--- config.mk ---
export PLATFORM = sky130hd
export DESIGN_NAME = fifo_rd_stream
export DESIGN_NICKNAME = d
export VERILOG_FILES = /design/src/rtl/fifo_rd_stream.sv
export SDC_FILE = /design/constraint.sdc
export NUM_CORES = 1
export LEC_CHECK = 0
export ABC_CLOCK_PERIOD_IN_PS = 5000
export BUFFER_PORTS_ARGS = -buffer_cell sky130_fd_sc_hd__buf_2
export CORE_MARGIN = 4
export CORE_UTILIZATION = 40
export DETAILED_ROUTE_END_ITERATION = 16
export PLACE_DENSITY = 0.63
export SYNTH_ARGS = -nofsm -noshare
export SYNTH_HDL_FRONTEND = slang
export SYNTH_SLANG_ARGS = --single-unit
--- constraint.sdc ---
create_clock -name rd_clk -period 5 [get_ports rd_clk]
set_input_delay 1.25 -clock rd_clk [delete_from_list [all_inputs] [get_ports rd_clk]]
set_output_delay 1.25 -clock rd_clk [all_outputs]
set_load 0.02 [all_outputs]
--- src/rtl/fifo_rd_stream.sv ---
// fifo_rd_stream: read-side adapter from the async FIFO read port to a
// valid/ready stream. Absorbs the FIFO's one-cycle read latency and keeps
// up to two words in a small output buffer so one word per cycle is sustained.
// Optional performance counters are built when FIFO_RD_STREAM_PERF_EN is defined.
//
// state   | meaning
// --------+-----------------------------------------------
// S_EMPTY | buffer holds no word, m_valid low
// S_ONE   | head slot holds the next stream word
// S_TWO   | head and tail slots both hold words (full)
//
// The inflight flag runs alongside the state: a read was granted at the last
// edge, so fifo_data now carries that word and it is captured at the next edge.

module fifo_rd_stream #(
  parameter int data_width = 4
) (
  input  logic                  rd_clk,
  input  logic                  rd_reset_n,
  input  logic                  fifo_empty,
  input  logic [data_width-1:0] fifo_data,
  output logic                  fifo_rd_en,
  input  logic                  flush,
  output logic                  m_valid,
  input  logic                  m_ready,
  output logic [data_width-1:0] m_data
`ifdef FIFO_RD_STREAM_PERF_EN
  ,
  input  logic                  perf_clr,
  output logic [15:0]           perf_words,
  output logic [15:0]           perf_stalls
`endif
);

  typedef enum logic [1:0] {
    S_EMPTY = 2'd0,
    S_ONE   = 2'd1,
    S_TWO   = 2'd2
  } occ_state_t;

  occ_state_t            state;
  occ_state_t            state_nxt;
  logic                  inflight;
  logic                  inflight_nxt;
  logic [data_width-1:0] head;
  logic [data_width-1:0] head_nxt;
  logic [data_width-1:0] tail;
  logic [data_width-1:0] tail_nxt;
  logic [1:0]            occ;
  logic [2:0]            level;
  logic                  pop;

  // Numeric occupancy from the state, for the read-issue space check.
  always_comb begin
    occ = 2'd0;
    case (state)
      S_EMPTY: occ = 2'd0;
      S_ONE:   occ = 2'd1;
      S_TWO:   occ = 2'd2;
      default: occ = 2'd0;
    endcase
  end

  assign level   = {1'b0, occ} + {2'b00, inflight};
  assign m_valid = (state != S_EMPTY);
  assign m_data  = head;
  assign pop     = m_valid && m_ready;

  // A read is only issued when the word it returns is sure to have a slot:
  // occ + inflight - pop < 2, rearranged to avoid an underflowing subtract.
  // Gated by reset so no read is granted while the adapter is held in reset.
  assign fifo_rd_en = rd_reset_n && !fifo_empty && !flush &&
                      (level < (3'd2 + {2'b00, pop}));

  // State, in-flight flag and buffer slots.
  always_ff @(posedge rd_clk or negedge rd_reset_n) begin
    if (!rd_reset_n) begin
      state    <= S_EMPTY;
      inflight <= 1'b0;
      head     <= '0;
      tail     <= '0;
    end else begin
      state    <= state_nxt;
      inflight <= inflight_nxt;
      head     <= head_nxt;
      tail     <= tail_nxt;
    end
  end

  // Next occupancy state and slot contents: capture the in-flight word into
  // the tail position that remains after this cycle's pop.
  always_comb begin
    state_nxt    = state;
    inflight_nxt = fifo_rd_en;
    head_nxt     = head;
    tail_nxt     = tail;
    if (flush) begin
      state_nxt    = S_EMPTY;
      inflight_nxt = 1'b0;
    end else begin
      case (state)
        S_EMPTY: begin
          if (inflight) begin
            head_nxt  = fifo_data;
            state_nxt = S_ONE;
          end
        end
        S_ONE: begin
          case ({inflight, pop})
            2'b11: head_nxt = fifo_data;
            2'b10: begin
              tail_nxt  = fifo_data;
              state_nxt = S_TWO;
            end
            2'b01: state_nxt = S_EMPTY;
            default: ;
          endcase
        end
        S_TWO: begin
          // Full buffer never has a word in flight, so only a pop moves it;
          // the capture branch is kept so order is preserved regardless.
          if (pop) begin
            head_nxt = tail;
            if (inflight) begin
              tail_nxt = fifo_data;
            end else begin
              state_nxt = S_ONE;
            end
          end
        end
        default: state_nxt = S_EMPTY;
      endcase
    end
  end

`ifdef FIFO_RD_STREAM_PERF_EN
  // Saturating counters of accepted words and backpressure cycles; flush
  // leaves them alone, only perf_clr or reset clears them.
  always_ff @(posedge rd_clk or negedge rd_reset_n) begin
    if (!rd_reset_n) begin
      perf_words  <= 16'h0000;
      perf_stalls <= 16'h0000;
    end else if (perf_clr) begin
      perf_words  <= 16'h0000;
      perf_stalls <= 16'h0000;
    end else begin
      if (pop && (perf_words != 16'hFFFF)) begin
        perf_words <= perf_words + 16'd1;
      end
      if (m_valid && !m_ready && (perf_stalls != 16'hFFFF)) begin
        perf_stalls <= perf_stalls + 16'd1;
      end
    end
  end
`endif

endmodule

== Word level (Yosys, flattened, before mapping) ==
Index checks and enable logic that the tools add are counted.

* Register bits: 11
* Bits of input ports: 9

* $add $sub $neg: 2
* $lt $le $gt $ge: 1
* Equality and inequality tests: 14
* Muxes and demuxes: 15
* Bitwise gates (word level): 1
* Reduce and logical (&&, ||, !) cells: 13

{| class="wikitable"
|+ Operators by type and width
! kind !! count
|-
| 2-to-1 mux 4 bit || 5
|-
| case mux 4 bit (3 select lines) || 1
|-
| AND reduction 5 bit || 2
|-
| inequality test 3 bit, second input constant || 3
|-
| 2-to-1 mux 2 bit || 4
|-
| inequality test 2 bit, second input constant || 4
|-
| case mux 2 bit (2 select lines) || 2
|-
| case mux 4 bit (2 select lines) || 1
|-
| == test 2 bit, second input constant || 3
|-
| case mux 2 bit (3 select lines) || 1
|-
| == test 2 x 1 -> 1 bit, second input constant || 2
|-
| logical AND 1 bit || 4
|-
| inequality test 4 x 3 -> 1 bit, second input constant || 1
|-
| AND reduction 4 bit || 1
|-
| nonzero test 2 bit || 2
|-
| adder 2 x 1 -> 3 bit || 1
|-
| adder 2 x 1 -> 3 bit, first input constant || 1
|-
| < comparator 3 bit || 1
|-
| nonzero test 3 bit || 1
|-
| zero test 1 bit || 2
|-
| zero test 2 bit || 1
|-
| inequality test 2 x 1 -> 1 bit, second input constant || 1
|-
| 2-to-1 mux 1 bit || 1
|-
| NOT 1 bit || 1
|}

== Longest topological paths before layout ==
Gate-level depths: netlist (run 1).

* Depth after elaboration: 6
* Mapped depth: 6
* Gate-level depth less buffers: 5

== Worst setup path after synthesis (run 1) ==
Ideal clock, no wire load.

* Kind: input to output
* Start point: input flush
* End point: output fifo_rd_en
* Arrival time: 2.290 ns
* Required time: 3.750 ns
* Path slack: 1.460 ns
* Cell stages on the path: 2
* Path buffers: 0
* Path through: or4b_2 -> a21oi_1

* Cells in the longest elaborated chain, start to end: 3

{| class="wikitable"
|+ RTL lines
! element !! RTL line !! source
|-
| start: declaration || 23 || <nowiki>input logic flush,</nowiki>
|-
| zero test 1 bit || 72 || <nowiki>assign fifo_rd_en = rd_reset_n && !fifo_empty && !flush &&</nowiki>
|-
| logical AND 1 bit (2 in a row) || 72 ||
|-
| end: declaration || 22 || <nowiki>output logic fifo_rd_en,</nowiki>
|}

No other way between the ends.

== Worst setup path after layout (run 1) ==
* Start point: input rd_reset_n
* End point: output fifo_rd_en

* Cells in the longest elaborated chain, start to end: 3

{| class="wikitable"
|+ RTL lines
! element !! RTL line !! source
|-
| start: declaration || 19 || <nowiki>input logic rd_reset_n,</nowiki>
|-
| logical AND 1 bit (3 in a row) || 72 ||
|}

No other way between the ends.

==> metrics.md, run 1 <==
| Metric | Value |
|---|---|
| Final setup margin | 1.32 ns |
| Post-route DRC | 0 |
| Final slew viol count | 0 |
| Hold slack final | 0.491 ns |
| Crit start category | input port |
| Core Rows | 14 |
| R2R Setup Slk | 3.15 ns |
| Setup Fix Bufs, Post-CTS | 0 |
| Hold crit path type | register to register |
| Cell taking the most area after synthesis | dfrtp_1 |
| GP Congestion | 0.744 |
| Worst R2R Path Depth | 5 |
| Status | finished clean |
| Setup violators final | 0 |
| Clock sink total | 11 |
| DR WL/cell | 12.6 µm |
| Syn. warnings | 0 |
| Post-cts repair resize count | 0 |
| Die Y | 48.1 µm |
| PD cells | 292 nW/µm² |
| Clock transition at path regs | 0.06 ns |
| Post-Syn Nets | 64 |
| Yosys reg bits | 11 |
| CTS Buffer Depth | 2 |
| TNS Setup | 0 ns |
| Crit path capture type | primary output |
| Die area | 2310 µm² |
| Leading post-synthesis cells by cell area | dfrtp_1, mux2_1, mux2_2 |
| CP Data Required Time | 3.75 ns |
| Clk_lat worst skew | 0.26 ns |
| Width of the die | 48.1 µm |
| Count leader, synth | dfrtp_1 |
| Fin crit period | 3.68 ns |
| Crit path max fanout | 12 |
| CP Class | input port to primary output |
| Slew @ Worst Pin | 0.273 ns |
| Core Box Area | 1510 µm² |
| Top_reg_cell synth | dfrtp_1 |
| Initial antenna violation count | 0 |
| Cell area after synthesis | 643 µm² |
| Pre-CTS WS | 1.29 ns |
| Filler Cell Count | 142 |
| First-pass GRT wire length | 1920 µm |
| MaxCap Viol Count | 0 |
| Fmax | 272 MHz |
| Worst Skew | 0.00160 ns |
| Htree depth | 1 |
| IO Port Bufs | 14 |
| Drt via density | 5.39 |
| Inserted Clock Buffers | 3 |
| Fin crit share | 0.736 |
| Total congestion overflow | 0 |
| Reg2reg end | inflight$_DFF_PN0_ |
| Number of global-route vias before repair | 453 |
| Avg Inst Size Synth | 12.1 µm² |
| Mapped Cells | 53 |
| Pre-Repair DR Iteration Count | 2 |
| Antenna Nets Post-Route | 0 |
| Worst hold path startpoint | m_data[1]$_DFFE_PN0P_ |
| RSZ-0062 raised after global routing | no |
| Ant. Diodes | 0 |
| Synth cell count leaders | dfrtp_1, mux2_1, a21oi_1, mux2_2 |
| Area Growth Syn to Fin | 13.8% |
| Cts hold-fix bufs | 0 |
| Final nets | 80 |
| IO Pins | 15 |
| Post-DP HPWL | 816 µm |
| Detailed Route WL | 1060 µm |
| Dpl cells | 80 |
| Clk root buf | clkbuf_4 |
| Final Util | 0.486 |
| LEAKAGE | 0.000352 µW |
| DRT iter0 DRCs | 1 |
| Max_slew headroom | 0.818 |
| Reg-to-reg critical path startpoint | state[0]$_DFFE_PN0P_ |
| Initial core utilization | 0.427 |
| Layout cells sized above 1 | 0.412 |
| Pin count of the biggest net entering global routing | 13 |
| TritonCTS clock tree | built |
| Share of Yosys cell area claimed by the top area cell type | 0.428 |
| Post-synth EDFFs | 0 |
| Final Non-Filler Cells | 84 |
| Synth unique cells | 23 |
| Final hold violation count | 0 |
| Hold endpoint | m_data[1]$_DFFE_PN0P_ |
| Hold depth | 1 |
| Total Routing Usage GR | 0.120 |
| FFs w/ async S/R, synth | 1.00 |
| Maximum VDD drop | 0.186 mV |
| Worst EP arrival | 2.43 ns |
| Register area share after synthesis | 0.428 |
| Via count | 453 |
power breakdown:
group | internal, µW | switching (µW)
Clock | 30.8 | 27.5
Combinational | 20.8 | 26.1
Sequential | 102 | 7.04
placed cells by master, fill, tap and decap left out:
cell type / Yosys / final
buf_2: 1 / 14
dfrtp_1: 11 / 11
mux2_1: 8 / 8
a21oi_1: 5 / 5
mux2_2: 4 / 4
clkbuf_4: 0 / 3
nor2b_1: 2 / 2
nand3b_1: 2 / 2
or3b_2: 2 / 2
nand2b_1: 2 / 2
ha_1: 2 / 2
or2_2: 1 / 1
nor2b_4: 1 / 1
or4b_2: 1 / 1
nand2_1: 1 / 1
o21ba_2: 1 / 1
inv_1: 1 / 1
o21ai_0: 1 / 1
mux2i_1: 1 / 1
o32a_1: 1 / 1
nor3b_1: 1 / 1
and3b_1: 1 / 1
o21ai_2: 1 / 1
clkbuf_1: 0 / 1
worst max-delay path, stage by stage:
cell,delay [ns]
buf_2,0.24
or4b_2,0.63
a21oi_1,0.14
buf_2,0.18
through the flow:
stage / instance area, µm² / power (µW)
6_report: 732 / 214
5_1_grt: 732 / 228
4_1_cts: 732 / 217
3_5_place_dp: 706 / 158
3_3_place_gp: 706 / 157
2_1_floorplan: 643 / 139
state kept, by name, indices dropped and copies added (netlist names):
name and count:
state 2, m_data 4, tail 4, inflight 1
layer usage:
metal	vias up	share of wire	global-route usage
met4	0	0.016	0.0645
met2	9	0.48	0.182
met1	220	0.48	0.161
met3	2	0.024	0.0221
met5	-	0	0
li1	222	-	-
cell type report:
type / instances / area, µm² / share of cell area
multi-input cells: 38 / 337 / 0.460
flip-flops and latches: 11 / 275 / 0.376
repair buffers: 14 / 70.1 / 0.0957
clock buffers: 4 / 26.3 / 0.0359
well taps: 16 / 20.0 / 0.0274
inverters: 1 / 3.75 / 0.00513
logic make-up (layout without fill, tap and decap cells):
| family | after synthesis | count (layout) | synth area share |
|---|---|---|---|
| simple gates | 14 | 14 | 0.167 |
| buf+inv | 4 | 19 | 0.0486 |
| mux | 13 | 13 | 0.226 |
| compound gates | 9 | 9 | 0.0914 |
| fa+ha+maj | 2 | 2 | 0.0389 |
| flops | 11 | 11 | 0.428 |
worst max path at each step:
stage | from | endpoint
after floorplan | flush | fifo_rd_en
after global placement | rd_reset_n | fifo_rd_en
after detailed placement | rd_reset_n | fifo_rd_en
after CTS | rd_reset_n | fifo_rd_en
after global routing | rd_reset_n | fifo_rd_en
final | rd_reset_n | fifo_rd_en
(Power assumes the default switching activity.)
==> run 2, diff against run 1 <==
--- a/config.mk
+++ b/config.mk
@@ -5,12 +5,12 @@
 export SDC_FILE = /design/constraint.sdc
 export NUM_CORES = 1
 export LEC_CHECK = 0
-export ABC_CLOCK_PERIOD_IN_PS = 5000
+export ABC_CLOCK_PERIOD_IN_PS = 3200
 export BUFFER_PORTS_ARGS = -buffer_cell sky130_fd_sc_hd__buf_2
 export CORE_MARGIN = 4
 export CORE_UTILIZATION = 40
 export DETAILED_ROUTE_END_ITERATION = 16
-export PLACE_DENSITY = 0.63
+export PLACE_DENSITY = 0.66
 export SYNTH_ARGS = -nofsm -noshare
 export SYNTH_HDL_FRONTEND = slang
 export SYNTH_SLANG_ARGS = --single-unit
==> constraint.sdc (replaced) <==
create_clock -name rd_clk -period 3.2 [get_ports rd_clk]
set_input_delay 0.8 -clock rd_clk [delete_from_list [all_inputs] [get_ports rd_clk]]
set_output_delay 0.8 -clock rd_clk [all_outputs]
set_load 0.02 [all_outputs]
==> run 2 against run 1 <==
Effect of this change:
- critical path depth up 2
- final cell count up 1.2%
- routed wire length up 7.9%
- hold slack worse by 0.010 ns
- setup slack worse by 1.1 ns
- power up 56%
- combinational power up 60%
- clock-buffer cell count unchanged
- die area unchanged
==> metrics.md, run 2 (synthesized netlist as in run 1, its figures left out) <==
| Metric | Value |
|---|---|
| Status | finished clean (unchanged) |
| TNS Setup | 0 ns (unchanged) |
| Ant. Diodes | 0 (unchanged) |
| Critical-path top delay cell | or4b_2 (unchanged) |
| IO Port Bufs | 14 (unchanged) |
| DR WL/cell | 13.4 µm (was 12.6 µm) |
| Final slew viol count | 0 (unchanged) |
| Clk root buf | clkbuf_4 (unchanged) |
| Setup violators final | 0 (unchanged) |
| Pre-Repair DR Iteration Count | 2 (unchanged) |
| DP Area | 713 µm² (was 706 µm²) |
| Most frequent cells in the layout | buf_2, dfrtp_1, mux2_1 (unchanged) |
| Final Non-Filler Cells | 85 (was 84) |
| Area Growth Syn to Fin | 15.0% (was 13.8%) |
| Slew @ Worst Pin | 0.277 ns (was 0.273 ns) |
| PD cells | 452 nW/µm² (was 292 nW/µm²) |
| Total congestion overflow | 0 (unchanged) |
| Antenna Nets Post-Route | 0 (unchanged) |
| Final hold violation count | 0 (unchanged) |
| Worst path cell trace | nor2b_1, ha_1, ha_1, or4b_2, a21oi_1, buf_2 (was buf_2, or4b_2, a21oi_1, buf_2) |
| Filler Cell Count | 162 (was 142) |
| Crit start category | register (was input port) |
| Via count | 457 (was 453) |
| Clk_lat worst skew | 0.26 ns (about the same) |
| Overall Power | 334 µW (was 214 µW) |
| Fin crit period | 3.00 ns |
| Fin crit share | 0.938 |
| Inserted Clock Buffers | 3 (unchanged) |
| Crit path capture type | primary output (unchanged) |
| CP Class | register to primary output (was input port to primary output) |
| Setup Fix Bufs, Post-CTS | 0 (unchanged) |
| Worst Skew | 0.000662 ns (was 0.00160 ns) |
| Kind of cell adding the most delay to the critical path | simple AND/OR/NAND/NOR gates (unchanged) |
| CTS Buffer Depth | 2 (unchanged) |
| Final setup margin | 0.198 ns (was 1.32 ns) |
| Design area | 739 µm² (was 732 µm²) |
| Post-route DRC | 0 (unchanged) |
| Dpl cells | 81 (was 80) |
| First-pass GRT wire length | 2060 µm (was 1920 µm) |
| Reg-to-reg critical path startpoint | state[0]$_DFFE_PN0P_ (unchanged) |
| Crit path max fanout | 9 (was 12) |
| Pin count of the biggest net entering global routing | 12 (was 13) |
| CP max stage delay | 0.62 ns (was 0.63 ns) |
| TritonCTS clock tree | built (unchanged) |
| Fmax | 333 MHz |
| Worst EP arrival | 2.20 ns (was 2.43 ns) |
| GP Congestion | 0.723 (was 0.744) |
| Htree depth | 1 (unchanged) |
| MaxCap Viol Count | 0 (unchanged) |
| Hold crit path type | input port to asynchronous set/reset pin (was register to register) |
| LEAKAGE | 0.000357 µW (was 0.000352 µW) |
| Commonest non-fill, non-tap cell in the layout | buf_2 (unchanged) |
| RSZ-0062 raised after global routing | no (unchanged) |
| Clock sink total | 11 (unchanged) |
| Initial antenna violation count | 0 (unchanged) |
| Pre-CTS WS | 0.479 ns (was 1.29 ns) |
| Detailed Route WL | 1140 µm (was 1060 µm) |
| Width of the die | 48.1 µm (unchanged) |
| Final nets | 81 (was 80) |
| Die Y | 48.1 µm (unchanged) |
| CP bufs+invs | 1 (was 2) |
| Post-cts repair resize count | 0 (unchanged) |
| Initial core utilization | 0.427 (unchanged) |
| Layout cells sized above 1 | 0.420 (was 0.412) |
| Core Rows | 14 (unchanged) |
| Max_slew headroom | 0.815 (was 0.818) |
| Total Routing Usage GR | 0.128 (was 0.120) |
| Core Box Area | 1510 µm² (unchanged) |
| CP Data Required Time | 2.40 ns (was 3.75 ns) |
| Critical path origin | state[0]$_DFFE_PN0P_ (was rd_reset_n) |
| Maximum VDD drop | 0.231 mV (was 0.186 mV) |
| Die area | 2310 µm² (unchanged) |
| Cts hold-fix bufs | 0 (unchanged) |
| Drt via density | 5.38 (was 5.39) |
| IO Pins | 15 (unchanged) |
| Clock transition at path regs | 0.06 ns (about the same) |
| Post-DP HPWL | 875 µm (was 816 µm) |
| Worst path most repeated cell | ha_1 (was buf_2) |
| DRT iter0 DRCs | 2 (was 1) |
| Number of global-route vias before repair | 480 (was 453) |
[run 2: worst paths after layout]
kind | endpoint | slack, ns | cells past startpoint
worst max-delay path | fifo_rd_en | 0.20 | 6
worst min-delay path | inflight$_DFF_PN0_ | 0.48 | 2
worst max register to register | inflight$_DFF_PN0_ | 1.35 | 5
worst min register to register | m_data[2]$_DFFE_PN0P_ | 0.49 | 1
max in group asynchronous | m_data[3]$_DFFE_PN0P_ | 2.58 | 2
min in group rd_clk | m_data[2]$_DFFE_PN0P_ | 0.49 | 1
[run 2: final cells by class]
class                      instances  area, µm²  share of cell area
tap                               16       20.0              0.0271
clock buffer                       4       26.3              0.0355
sequential                        11        275               0.372
inverter                           1       3.75             0.00508
timing repair buffer              15       77.6               0.105
multi-input combinational         38        337               0.455
[run 2: power by group]
group / internal, µW / switching [µW] / total [µW]
registers: 159 / 10.7 / 170
clock network: 48.1 / 41.8 / 89.9
logic: 33.3 / 41.6 / 74.9
[run 2: through the flow]
stage	util	hold WS (ns)
floorplan	-	0.475
global placement	0.473	0.471
finish	0.491	0.481
CTS	0.491	0.474
detailed placement	0.473	0.479
global route	0.491	0.478
[run 2: worst register-to-register path, stage by stage, from the launching register on]
cell and delay (ns):
dfrtp_1 0.47, nor2b_1 0.17, ha_1 0.19, ha_1 0.19, or4b_2 0.62, a21oi_1 0.14
[run 2: metal layers]
metal	up-vias	GRT usage	share of wire
li1	224	-	-
met1	224	0.164	0.45
met2	9	0.198	0.51
met3	0	0.0369	0.039
met4	0	0.0645	0
met5	-	0	0
